**src/rtl/srff_bank_arbiter.sv**
```systemverilog
// Bank of NFLAG SR flag bits shared by NREQ requesters through a round-robin
// arbiter; each grant performs one set/reset and returns the flag's prior value.
module srff_bank_arbiter #(
  parameter int NREQ  = 4,
  parameter int NFLAG = 8,
  parameter int IDXW  = 3
) (
  input  logic                 clk,
  input  logic                 rst,
  input  logic [NREQ-1:0]      req,
  input  logic [NREQ-1:0]      op,
  input  logic [NREQ*IDXW-1:0] idx,
  output logic [NREQ-1:0]      gnt,
  output logic                 rd_q,
  output logic                 err,
  output logic [NFLAG-1:0]     q,
  output logic [NFLAG-1:0]     qbar
);

  localparam int PW = (NREQ > 1) ? $clog2(NREQ) : 1;

  logic [PW-1:0]    ptr;
  logic [PW-1:0]    win;
  logic [PW-1:0]    ptr_nxt;
  logic [NREQ-1:0]  elig;
  logic             found;
  logic [IDXW-1:0]  win_idx;
  logic             in_range;
  logic             cur_q;
  logic [NFLAG-1:0] upd;

  // A requester granted on the previous edge is masked so a held req is not re-granted.
  assign elig = req & ~gnt;

  // NOTE: every variable written in always_comb gets a default first, so no path
  // through the loop can leave it unassigned and infer a latch.
  always_comb begin
    found = 1'b0;
    win   = '0;
    for (int k = 0; k < NREQ; k++) begin
      if (!found && elig[(int'(ptr) + k) % NREQ]) begin
        found = 1'b1;
        win   = PW'((int'(ptr) + k) % NREQ);
      end
    end
  end

  assign win_idx  = idx[int'(win)*IDXW +: IDXW];
  assign in_range = int'(win_idx) < NFLAG;
  assign ptr_nxt  = (int'(win) == NREQ - 1) ? '0 : win + 1'b1;

  // One-hot update mask; empty for no grant or an out-of-range index.
  always_comb begin
    upd   = '0;
    cur_q = 1'b0;
    for (int k = 0; k < NFLAG; k++) begin
      upd[k] = found && in_range && (int'(win_idx) == k);
      cur_q  = cur_q | (upd[k] & q[k]);
    end
  end

  // NOTE: sequential state uses non-blocking assignments so every register
  // samples pre-edge values; rd_q therefore captures q before its own update.
  always_ff @(posedge clk or posedge rst) begin
    if (rst) begin
      gnt  <= '0;
      rd_q <= 1'b0;
      err  <= 1'b0;
      q    <= '0;
      qbar <= '1;
      ptr  <= '0;
    end else begin
      gnt  <= found ? (NREQ'(1) << win) : '0;
      rd_q <= found & cur_q;
      err  <= found & ~in_range;
      q    <= (q    & ~upd) | (upd & {NFLAG{ op[win]}});
      qbar <= (qbar & ~upd) | (upd & {NFLAG{~op[win]}});
      if (found) ptr <= ptr_nxt;
    end
  end

endmodule

```
**config.mk**
```make
export PLATFORM = sky130hd
export DESIGN_NAME = srff_bank_arbiter
export DESIGN_NICKNAME = d
export VERILOG_FILES = /design/src/rtl/srff_bank_arbiter.sv
export SDC_FILE = /design/constraint.sdc
export NUM_CORES = 1
export LEC_CHECK = 0
export ABC_AREA = 1
export ABC_CLOCK_PERIOD_IN_PS = 3100
export BUFFER_PORTS_ARGS = -buffer_cell sky130_fd_sc_hd__buf_4
export CAP_MARGIN = 20
export CORE_MARGIN = 1
export CORE_UTILIZATION = 35
export CTS_CLUSTER_SIZE = 20
export DETAILED_ROUTE_END_ITERATION = 6
export GPL_TIMING_DRIVEN = 1
export PLACE_DENSITY = 0.62
export REMOVE_ABC_BUFFERS = 1
export SLEW_MARGIN = 20
export SYNTH_ARGS = -nofsm -noshare
export SYNTH_HDL_FRONTEND = slang
export SYNTH_SLANG_ARGS = --single-unit
```
**constraint.sdc**
```tcl
create_clock -name clk -period 3.1 [get_ports clk]
set_clock_uncertainty 0.05 [all_clocks]
set_input_delay 0.155 -clock clk [delete_from_list [all_inputs] [get_ports clk]]
set_output_delay 0.155 -clock clk [all_outputs]
set_load 0.02 [all_outputs]
```
# Word-level counts from Yosys, hierarchy flattened
# Index checks and enable logic that the tools add are counted.
dict set report word_totals {
  n_memories 0
  out_inout_bits 22
  ram_bits 0
  latchBits 0
  rom_bits 0
  inputBits 22
  elab_cells 95
  regBits 23
}
dict set report classes {
  multipliers 1
  n_reduce_logical 18
  bitwise 29
  n_eq_ne 8
  shift 2
  n_div 0
  muxes 23
  n_lt_le_gt_ge 5
  add_sub_neg 4
}
# op count
set ops {}
lappend ops {{$and 8x8->8} 4}
lappend ops {{$or 8x8->8} 2}
lappend ops {{$eq 3x3->1 const B} 4}
lappend ops {{$lt 3x4->1 const B} 3}
lappend ops {{$mux 1} 12}
lappend ops {{$shiftx 12x5->3} 1}
lappend ops {{$logic_and 1x1->1} 11}
lappend ops {{$bmux 1 s2} 5}
lappend ops {{$mux 2} 5}
lappend ops {{$and 1x1->1} 9}
lappend ops {{$not 8->8} 1}
lappend ops {{$or 1x1->1} 7}
lappend ops {{$eq 3x2->1 const B} 2}
lappend ops {{$lt 2x3->1 const B} 2}
lappend ops {{$reduce_or 2->1} 3}
lappend ops {{$add 2x1->2 const B} 2}
lappend ops {{$add 2x2->2 const B} 2}
lappend ops {{$and 4x4->4} 1}
lappend ops {{$mul 2x2->4 const B} 1}
lappend ops {{$mux 4} 1}
lappend ops {{$not 4->4} 1}
lappend ops {{$shl 1x2->4 const A} 1}
lappend ops {{$and 1x1->1 const A} 3}
lappend ops {{$eq 3x1->1 const B} 1}
lappend ops {{4 further kinds} 6}

# Longest topological paths before layout
# Gate-level depths: netlist (run 1).
dict set report depth {
  ltp_word 27
  mapped_depth 20
  mapped_depth_nobuf 19
}

# Worst setup path after synthesis (run 1)
# No wires, ideal clock.
dict set report synth_path {
  path_type {reg2reg}
  start {register ptr[0]}
  end {register rd_q}
  slack_ns 0.981
  t_required_ns 2.931
  path_stages_with_launch 21
  path_buffers 2
  setup_time_ns 0.119
  arrival_ns 1.950
  period_less_slack_ns 2.119
  cell_sequence {dfrtp_1 > buf_6 > inv_8 > nand2_1 > nand2_2 > nand3_2 > nand2_2 > nand2_2 > nor2_2 > nand2_2 > nand2_4 > nand2_4 > buf_6 > nand2_1 > nand3_1 > nand2_2 > nor2_2 > nand3_1 > nand2_1 > nor2_1 > nand2_1}
}
dict set report synth_via {
  elab_chain_len 25
  word_cells_on_any_way 62
  classes_between {3 x add/sub; 1 x mul; 7 x eq/ne; 1 x shift; 19 x mux; 16 x bitwise; 15 x reduce/logical}
}
# item line_no
set synth_lines {}
lappend synth_lines {{start: declaration} 22} ;# logic [PW-1:0] ptr;
lappend synth_lines {{start signal: assignment} 78} ;# if (found) ptr <= ptr_nxt;
lappend synth_lines {{$add 2x1->2 or $bmux 1 s2 (tied branches)} {41, 43}}
lappend synth_lines {{$bmux 1 s2 or $mux 1 (tied branches)} 41} ;# if (!found && elig[(int'(ptr) + k) % NREQ]) begin
lappend synth_lines {{$mux 1 (not written as such)} 41}
lappend synth_lines {{$mux 1 (not written as such) or $logic_not 1->1 (tied branches)} 41}
lappend synth_lines {{$logic_and 1x1->1} 41}
lappend synth_lines {{$mux 1} 41}
lappend synth_lines {{$logic_not 1->1} 41}
lappend synth_lines {{$logic_and 1x1->1} 41}
lappend synth_lines {{[... 3 more ...]} n/a}
lappend synth_lines {{$mux 2} 41}
lappend synth_lines {{$mul 2x2->4} 48} ;# assign win_idx = idx[int'(win)*IDXW +: IDXW];
lappend synth_lines {{$shiftx 12x5->3} 48}
lappend synth_lines {{$eq 3x2->1 or $logic_not 3->1 (tied branches)} 57} ;# upd[k] = found && in_range && (int'(win_idx) == k);
lappend synth_lines {{$logic_and 1x1->1} 57}
lappend synth_lines {{$and 1x1->1} 58} ;# cur_q = cur_q | (upd[k] & q[k]);
lappend synth_lines {{$or 1x1->1 (7 in series)} 58}
lappend synth_lines {{$and 1x1->1 (*)} 74} ;# rd_q <= found & cur_q;
lappend synth_lines {{end signal: assignment} 74}
lappend synth_lines {{end: declaration} 14} ;# output logic rd_q,
# Every way passes the cells marked *; elsewhere a longest branch is shown, timed or not. The select of a mux whose other input is x is not followed.
# A chain may end at the register's enable or synchronous reset.

==> flow_metrics.env, run 1 <==
export IMPL_drive_gt1_frac=0.398
export IMPL_synth_ff_type="dfrtp_1"
export IMPL_grt_pass1_vias=1507
export IMPL_grt_pass1_wl_mm=6.62
export IMPL_yosys_warnings=0
export IMPL_fmax_mhz=379
export IMPL_post_dp_hpwl_mm=3.05
export IMPL_vias_per_cell=4.67
export IMPL_critPathKind="register to register"
export IMPL_synth_edf_count=0
export IMPL_synth_area_sq_um=1740
export IMPL_cts_buffers=3
export IMPL_r2r_start="ptr[0]$_DFFE_PP0N_"
export IMPL_drtPass1Iterations=5
export IMPL_max_stage_delay_ns=0.64
export IMPL_cp_depth=14
export IMPL_run_status="complete, no violations"
export IMPL_fin_crit_sh=0.852
export IMPL_routed_wl_mm=3.72
export IMPL_gp_congestion=0.831
export IMPL_cts_resized=0
export IMPL_die_height_um=72.5
export IMPL_finalCriticalPeriod_ns=2.64
export IMPL_num_vias=1545
export IMPL_ctsHtreeMaxLevel=1
export IMPL_post_cts_setup_buffer_count=0
export IMPL_hold_slack_ns=0.0133
export IMPL_tns_ns=0
export IMPL_clk_pin_slew_ns=0.08
export IMPL_slew_viol_final=0
export IMPL_maxCapViolations=0
export IMPL_diodes=0
export IMPL_crit_chain="nand3_1, nand3_2, nand2_2, nand2_1, nand2_2, nand2_2, nand2_4, nand2_1, nand3_2, nand2_4, nand2_4, nor3_2, nand2_1, o21a_1"
export IMPL_worstSetupStartpointType="register"
export IMPL_grt_max_degree=24
export IMPL_grtUsageTotal=0.158
export IMPL_antenna_found_initial=0
export IMPL_clk_latency_ns=0.26
export IMPL_antenna_left=0
export IMPL_synth_seq_cells=23
export IMPL_rsz0062_at_grt="no"
export IMPL_drc=0
export IMPL_critPathRequiredTime_ns=3.25
export IMPL_coreArea_sq_um=4750
export IMPL_syn_to_final_growth_pct=22.6
export IMPL_max_slew_margin=0.439
export IMPL_initial_core_util=0.366
export IMPL_r2r_slack_ns=0.46
export IMPL_synth_cell_types=29
export IMPL_tightest_slew_ns=0.841
export IMPL_syn_inst=223
export IMPL_hold_violations=0
export IMPL_reg2reg_depth=14
export IMPL_critPathTopFamily="simple AND/OR/NAND/NOR gates"
export IMPL_tritoncts="done"
export IMPL_ys_seq_area_frac=0.337
export IMPL_die_w_um=72.5
export IMPL_io_pins=44
export IMPL_cts_sinks=23
export IMPL_setup_viol=0
export IMPL_cp_max_fo=17
export IMPL_worstPathArrival_ns=2.79
export IMPL_hold_class="input port to async pin"
export IMPL_overflow=0
export IMPL_hold_buffers=0
export IMPL_dr_first_iter_drc_count=37
export IMPL_portBuffers=42
export IMPL_nets=291
export IMPL_async_flop_share=1.00
export IMPL_cp_num_buf_inv=0
export IMPL_clock_path_buffers=2
export IMPL_worst_path_max_delay_cell="dfrtp_1"
export IMPL_routedWlPerCell_um=11.2
export IMPL_die_area_sq_um=5250
export IMPL_clockRootBuffer="clkbuf_8"
export IMPL_rows=25
export IMPL_avgSynthCellArea_sq_um=7.80
export IMPL_worstSetupEndpointType="register"
## layout make-up
| type | count | area [sq um] |
|---|---|---|
| inverters | 30 | 123 |
| well taps | 67 | 83.8 |
| flip-flops and latches | 23 | 586 |
| repair buffers | 42 | 315 |
| clock inverters | 1 | 5.00 |
| multi-input cells | 165 | 978 |
| clock buffers | 3 | 41.3 |
| fillers | 504 | 2620 |
## synthesized netlist by cell type, types with 2 or more instances
library cell | count | area (sq um)
a21oi_1 | 2 | 10.0
buf_6 | 4 | 45.0
dfrtp_1 | 15 | 375
dfstp_2 | 8 | 210
ha_1 | 4 | 50.1
inv_1 | 26 | 97.6
inv_2 | 2 | 7.51
nand2_1 | 52 | 195
nand2_2 | 16 | 100
nand2_4 | 5 | 56.3
nand3_1 | 32 | 160
nand3_2 | 12 | 120
nor2_1 | 7 | 26.3
nor2_2 | 5 | 31.3
nor3_2 | 5 | 50.1
o21a_1 | 4 | 30.0
o21ai_0 | 5 | 25.0
o21ai_1 | 8 | 40.0
## cells in the final DEF, fill, tap and decap left out, types with 2 or more instances in the layout
cell type  instances
a21oi_1            2
buf_4             42
clkbuf_8           3
dfrtp_1           15
dfstp_2            8
ha_1               4
inv_1             26
inv_2              2
nand2_1           52
nand2_2           16
nand2_4            5
nand3_1           32
nand3_2           12
nor2_1             7
nor2_2             5
nor3_2             5
o21a_1             4
o21ai_0            5
o21ai_1            8
## metrics by stage
step / cells / area, sq um / utilization / setup WS [ns]
6_report: 331 / 2130 / 0.448 / 0.460
5_1_grt: 331 / 2130 / 0.448 / 0.153
4_1_cts: 331 / 2130 / 0.448 / 0.460
3_5_place_dp: 327 / 2090 / 0.439 / 0.477
3_3_place_gp: 327 / 2090 / 0.439 / 0.499
2_1_floorplan: 218 / 1690 / - / 0.820
## how the worst max path moves through the flow
| stage | start | endpoint | slack, ns |
|---|---|---|---|
| 2_1_floorplan | ptr[0]$_DFFE_PP0N_ | rd_q$_DFF_PP0_ | 0.82 |
| 3_3_place_gp | ptr[0]$_DFFE_PP0N_ | register | 0.50 |
| 3_5_place_dp | ptr[0]$_DFFE_PP0N_ | register | 0.48 |
| 4_1_cts | ptr[0]$_DFFE_PP0N_ | register | 0.46 |
| 5_1_grt | ptr[0]$_DFFE_PP0N_ | register | 0.15 |
| 6_report | ptr[0]$_DFFE_PP0N_ | register | 0.46 |
## kinds of logic (layout without fill, tap and decap cells)
| family | count (synthesis) | count (layout) | share of synthesized area |
|---|---|---|---|
| flip-flops | 23 | 23 | 0.337 |
| adder cells (fa/ha/maj) | 4 | 4 | 0.0288 |
| other | 1 | 1 | 0.00216 |
| AO/OA/AOI/OAI | 22 | 22 | 0.0806 |
| buffers and inverters | 35 | 76 | 0.101 |
| AND/OR/NAND/NOR | 138 | 138 | 0.451 |
## per-layer routing
metal | track usage | part of all wire | up-vias
met1 | 0.199 | 0.44 | 714
met3 | 0.0306 | 0.047 | 2
met4 | 0.0196 | 0.0027 | 0
met2 | 0.285 | 0.51 | 33
li1 | - | - | 796
met5 | 0 | 0 | -
Power of run 1 is not shown: default switching activity piles up to over one toggle a cycle in this logic, so the estimate is an artifact.
==> run 2: changes to the inputs <==
--- a/config.mk
+++ b/config.mk
@@ -13,7 +13,7 @@
 export CORE_UTILIZATION = 35
 export CTS_CLUSTER_SIZE = 20
 export DETAILED_ROUTE_END_ITERATION = 6
-export GPL_TIMING_DRIVEN = 1
+export GPL_TIMING_DRIVEN = 0
 export PLACE_DENSITY = 0.62
 export REMOVE_ABC_BUFFERS = 1
 export SLEW_MARGIN = 20
==> flow_metrics.env, run 2 (synthesis results as in run 1) <==
export IMPL_grt_pass1_wl_mm=6.21
export IMPL_cts_buffers=3
export IMPL_clk_latency_ns=0.26
export IMPL_critPathKind="register to register"
export IMPL_setup_viol=0
export IMPL_max_slew_margin=0.432
export IMPL_routed_wl_mm=3.53
export IMPL_drc=0
export IMPL_die_height_um=72.5
export IMPL_cts_resized=0
export IMPL_hold_slack_ns=0.00764
export IMPL_finalNonFillerCells=331
export IMPL_cp_common_cell="nand2_1"
export IMPL_fin_crit_sh=0.845
export IMPL_cp_max_fo=17
export IMPL_initial_core_util=0.366
export IMPL_final_core_util=0.448
export IMPL_tns_ns=0
export IMPL_antenna_left=0
export IMPL_clockRootBuffer="clkbuf_8"
export IMPL_crit_chain="nand3_1, nand2_1, nand2_1, nand2_2, nand2_1, nand2_2, nand2_2, nand2_4, nand2_1, nand3_1, nand2_2, nor3_2, nand2_1, o21a_1"
export IMPL_rsz0062_at_grt="no"
export IMPL_io_pins=44
export IMPL_hold_buffers=0
export IMPL_worst_path_max_delay_cell="dfrtp_1"
export IMPL_final_common_cell="nand2_1"
export IMPL_maxCapViolations=0
export IMPL_hold_violations=0
export IMPL_final_cell_mix="52 x nand2_1, 42 x buf_4, 32 x nand3_1, 26 x inv_1, 16 x nand2_2"
export IMPL_hold_class="input port to async pin"
export IMPL_drtPass1Iterations=4
export IMPL_overflow=0
export IMPL_dr_first_iter_drc_count=45
export IMPL_slew_viol_final=0
export IMPL_die_w_um=72.5
export IMPL_clock_path_buffers=2
export IMPL_finalCriticalPeriod_ns=2.62
export IMPL_grt_pass1_vias=1389
export IMPL_cts_sinks=23
export IMPL_max_stage_delay_ns=0.66
export IMPL_worstSetupEndpointType="register"
export IMPL_grt_max_degree=24
export IMPL_fmax_mhz=382
export IMPL_ctsHtreeMaxLevel=1
export IMPL_clk_pin_slew_ns=0.09
export IMPL_gp_congestion=0.783
export IMPL_vias_per_cell=4.59
export IMPL_tritoncts="done"
export IMPL_post_cts_setup_buffer_count=0
export IMPL_diodes=0
export IMPL_nFillCells=508
export IMPL_num_vias=1519
export IMPL_portBuffers=42
export IMPL_antenna_found_initial=0
export IMPL_syn_to_final_growth_pct=22.6
export IMPL_tightest_slew_ns=0.851
export IMPL_dp_cells=327
export IMPL_run_status="complete, no violations"
export IMPL_worstPathArrival_ns=2.78
export IMPL_coreArea_sq_um=4750
export IMPL_die_area_sq_um=5250
export IMPL_rows=25
export IMPL_routedWlPerCell_um=10.7
export IMPL_critPathRequiredTime_ns=3.26
export IMPL_nets=291
export IMPL_post_dp_hpwl_mm=2.88
export IMPL_worstSetupStartpointType="register"
export IMPL_drive_gt1_frac=0.398
export IMPL_grtUsageTotal=0.150
## run 2: cell counts in the layout (fill, tap and decap cells not counted)
No cell type changed its count.
## run 2: path summary, 6_finish.rpt
path                                 endpoint          startpoint  cells past startpoint  slack (ns)
max                                  register  ptr[0]$_DFFE_PP0N_                     14        0.48
min                            rd_q$_DFF_PP0_                 rst                      2       0.008
max reg2reg                          register  ptr[0]$_DFFE_PP0N_                     14        0.48
min reg2reg                          register            register                      2        0.42
max in group asynchronous  ptr[1]$_DFFE_PP0N_                 rst                      2        2.47
min in group clk                     register               op[2]                      5        0.29
## run 2: layout make-up
cell class                      count  area, sq um  share of cell area
Clock buffer                        3         41.3              0.0194
Clock inverter                      1         5.00             0.00235
Inverter                           30          123              0.0575
Multi-Input combinational cell    165          978               0.459
Sequential cell                    23          586               0.275
Tap cell                           67         83.8              0.0393
Timing Repair Buffer               42          315               0.148
## run 2: worst max-delay path, delay by kind of cell, from the launching register on
| kind | cells | cell delay, ns |
|---|---|---|
| AO/OA/AOI/OAI | 1 | 0.12 |
| flip-flops | 1 | 0.66 |
| AND/OR/NAND/NOR | 13 | 1.73 |
## run 2: routing by layer
metal / track usage / wire, um
met1: 0.193 / 1590
met2: 0.259 / 1780
met3: 0.0319 / 140
met4: 0.0327 / 24
met5: 0 / 0
## run 2: metrics by stage
stage	worst slack (ns)	area (sq um)
3_3_place_gp	0.491	2090
3_5_place_dp	0.474	2090
2_1_floorplan	0.820	1690
5_1_grt	0.202	2130
6_report	0.481	2130
4_1_cts	0.460	2130
Power of run 2 is left out for the same reason.
==> run 3: changes to the inputs <==
--- a/config.mk
+++ b/config.mk
@@ -6,7 +6,7 @@
 export NUM_CORES = 1
 export LEC_CHECK = 0
 export ABC_AREA = 1
-export ABC_CLOCK_PERIOD_IN_PS = 3100
+export ABC_CLOCK_PERIOD_IN_PS = 2500
 export BUFFER_PORTS_ARGS = -buffer_cell sky130_fd_sc_hd__buf_4
 export CAP_MARGIN = 20
 export CORE_MARGIN = 1
==> constraint.sdc (replaced) <==
create_clock -name clk -period 2.5 [get_ports clk]
set_clock_uncertainty 0.05 [all_clocks]
set_input_delay 0.125 -clock clk [delete_from_list [all_inputs] [get_ports clk]]
set_output_delay 0.125 -clock clk [all_outputs]
set_load 0.02 [all_outputs]
==> flow_metrics.env, run 3 (synthesis results as in run 1) <==
export IMPL_coreArea_sq_um=4750
export IMPL_hold_class="input port to async pin"
export IMPL_antenna_found_initial=0
export IMPL_finalCriticalPeriod_ns=2.36
export IMPL_fin_crit_sh=0.946
export IMPL_gp_congestion=0.783
export IMPL_clockRootBuffer="clkbuf_8"
export IMPL_die_area_sq_um=5250
export IMPL_rows=25
export IMPL_maxCapViolations=0
export IMPL_hold_slack_ns=-0.0204
export IMPL_violations="hold timing"
export IMPL_clk_pin_slew_ns=0.08
export IMPL_drc=0
export IMPL_final_common_cell="buf_4"
export IMPL_worst_path_max_delay_cell="dfrtp_2"
export IMPL_fmax_mhz=423
export IMPL_num_vias=1582
export IMPL_finalNonFillerCells=339
export IMPL_worstPathArrival_ns=2.52
export IMPL_grt_pass1_wl_mm=6.24
export IMPL_crit_chain="inv_8, nand3_2, nand2_2, nand2_2, nand2_4, nand2_2, nand2_4, nor2_4, nand2_8, buf_6, nand3_1, nand3_2, nand2_4, nand2_8, nor3_4, nand2_1, o21a_1"
export IMPL_post_dp_hpwl_mm=2.88
export IMPL_antenna_left=0
export IMPL_syn_to_final_growth_pct=37.3
export IMPL_nets=299
export IMPL_final_core_util=0.502
export IMPL_tritoncts="done"
export IMPL_max_slew_margin=0.430
export IMPL_initial_core_util=0.366
export IMPL_portBuffers=42
export IMPL_slew_viol_final=0
export IMPL_io_pins=44
export IMPL_hold_buffers=0
export IMPL_die_height_um=72.5
export IMPL_dp_cells=327
export IMPL_cp_max_fo=8
export IMPL_nFillCells=482
export IMPL_max_stage_delay_ns=0.51
export IMPL_drive_gt1_frac=0.460
export IMPL_worstSetupStartpointType="register"
export IMPL_critPathKind="register to register"
export IMPL_ctsHtreeMaxLevel=1
export IMPL_r2r_slack_ns=0.14
export IMPL_routed_wl_mm=3.78
export IMPL_run_status="complete, but fails checks"
export IMPL_r2r_start="ptr[0]$_DFFE_PP0N_"
export IMPL_drtPass1Iterations=4
export IMPL_vias_per_cell=4.67
export IMPL_tightest_slew_ns=0.854
export IMPL_clk_latency_ns=0.26
export IMPL_diodes=0
export IMPL_final_cell_mix="48 x buf_4, 46 x nand2_1, 28 x nand3_1, 26 x inv_1"
export IMPL_cts_buffers=3
export IMPL_hold_violations=15
export IMPL_dr_first_iter_drc_count=37
export IMPL_worstSetupEndpointType="register"
export IMPL_routedWlPerCell_um=11.1
export IMPL_tns_ns=0
export IMPL_grt_max_degree=24
export IMPL_critPathRequiredTime_ns=2.66
export IMPL_clock_path_buffers=2
export IMPL_grtUsageTotal=0.151
export IMPL_die_w_um=72.5
export IMPL_grt_pass1_vias=1396
export IMPL_overflow=0
export IMPL_reg2reg_depth=17
export IMPL_cts_sinks=23
export IMPL_setup_viol=0
run 3: cell count changes in the layout (fill, tap and decap cells not counted), sizes merged:
cell	change
clkinv	+1
inv	-1
buf	+8
run 3: how the worst max path moves through the flow:
stage                endpoint          startpoint  depth (start not counted)  slack [ns]
2_1_floorplan  rd_q$_DFF_PP0_  ptr[0]$_DFFE_PP0N_                         17        0.22
3_3_place_gp         register  ptr[0]$_DFFE_PP0N_                         14       -0.11
3_5_place_dp         register  ptr[0]$_DFFE_PP0N_                         16       -0.13
4_1_cts              register  ptr[0]$_DFFE_PP0N_                         17        0.01
5_1_grt              register  ptr[0]$_DFFE_PP0N_                         17     -0.0009
6_report             register  ptr[0]$_DFFE_PP0N_                         17        0.14
run 3: through the flow:
| step | worst slack, ns | area (sq um) |
|---|---|---|
| after global placement | -0.109 | 2090 |
| after CTS | 0.0136 | 2140 |
| final | 0.135 | 2390 |
| after detailed placement | -0.126 | 2090 |
| after floorplan | 0.220 | 1690 |
| after global routing | -0.000937 | 2390 |
run 3: final cells by class:
type,count,area (sq um),area share
Timing Repair Buffer,50,392,0.164
Clock buffer,3,41.3,0.0173
Tap cell,67,83.8,0.0351
Multi-Input combinational cell,165,1150,0.480
Sequential cell,23,588,0.246
Inverter,30,133,0.0555
Clock inverter,1,5.00,0.00210
run 3: worst max-delay path, delay by kind of cell, from the launching register on:
kind	cells	cell delay, ns
simple gates	14	1.43
flops	1	0.51
buf+inv	2	0.21
compound gates	1	0.11
run 3: routing by layer:
layer,vias up,global-route usage,part of all wire
li1,815,-,-
met1,730,0.193,0.43
met2,32,0.262,0.52
met3,5,0.0319,0.039
met4,0,0.0327,0.0064
met5,-,0,0
run 3: timing repair:
action | CTS | global route
pin swaps | 0 | 12
resized for setup | 1 | 38
setup buffers | 1 | 7
endpoints found under the setup margin | 17 | 17
Power of run 3 is left out for the same reason.
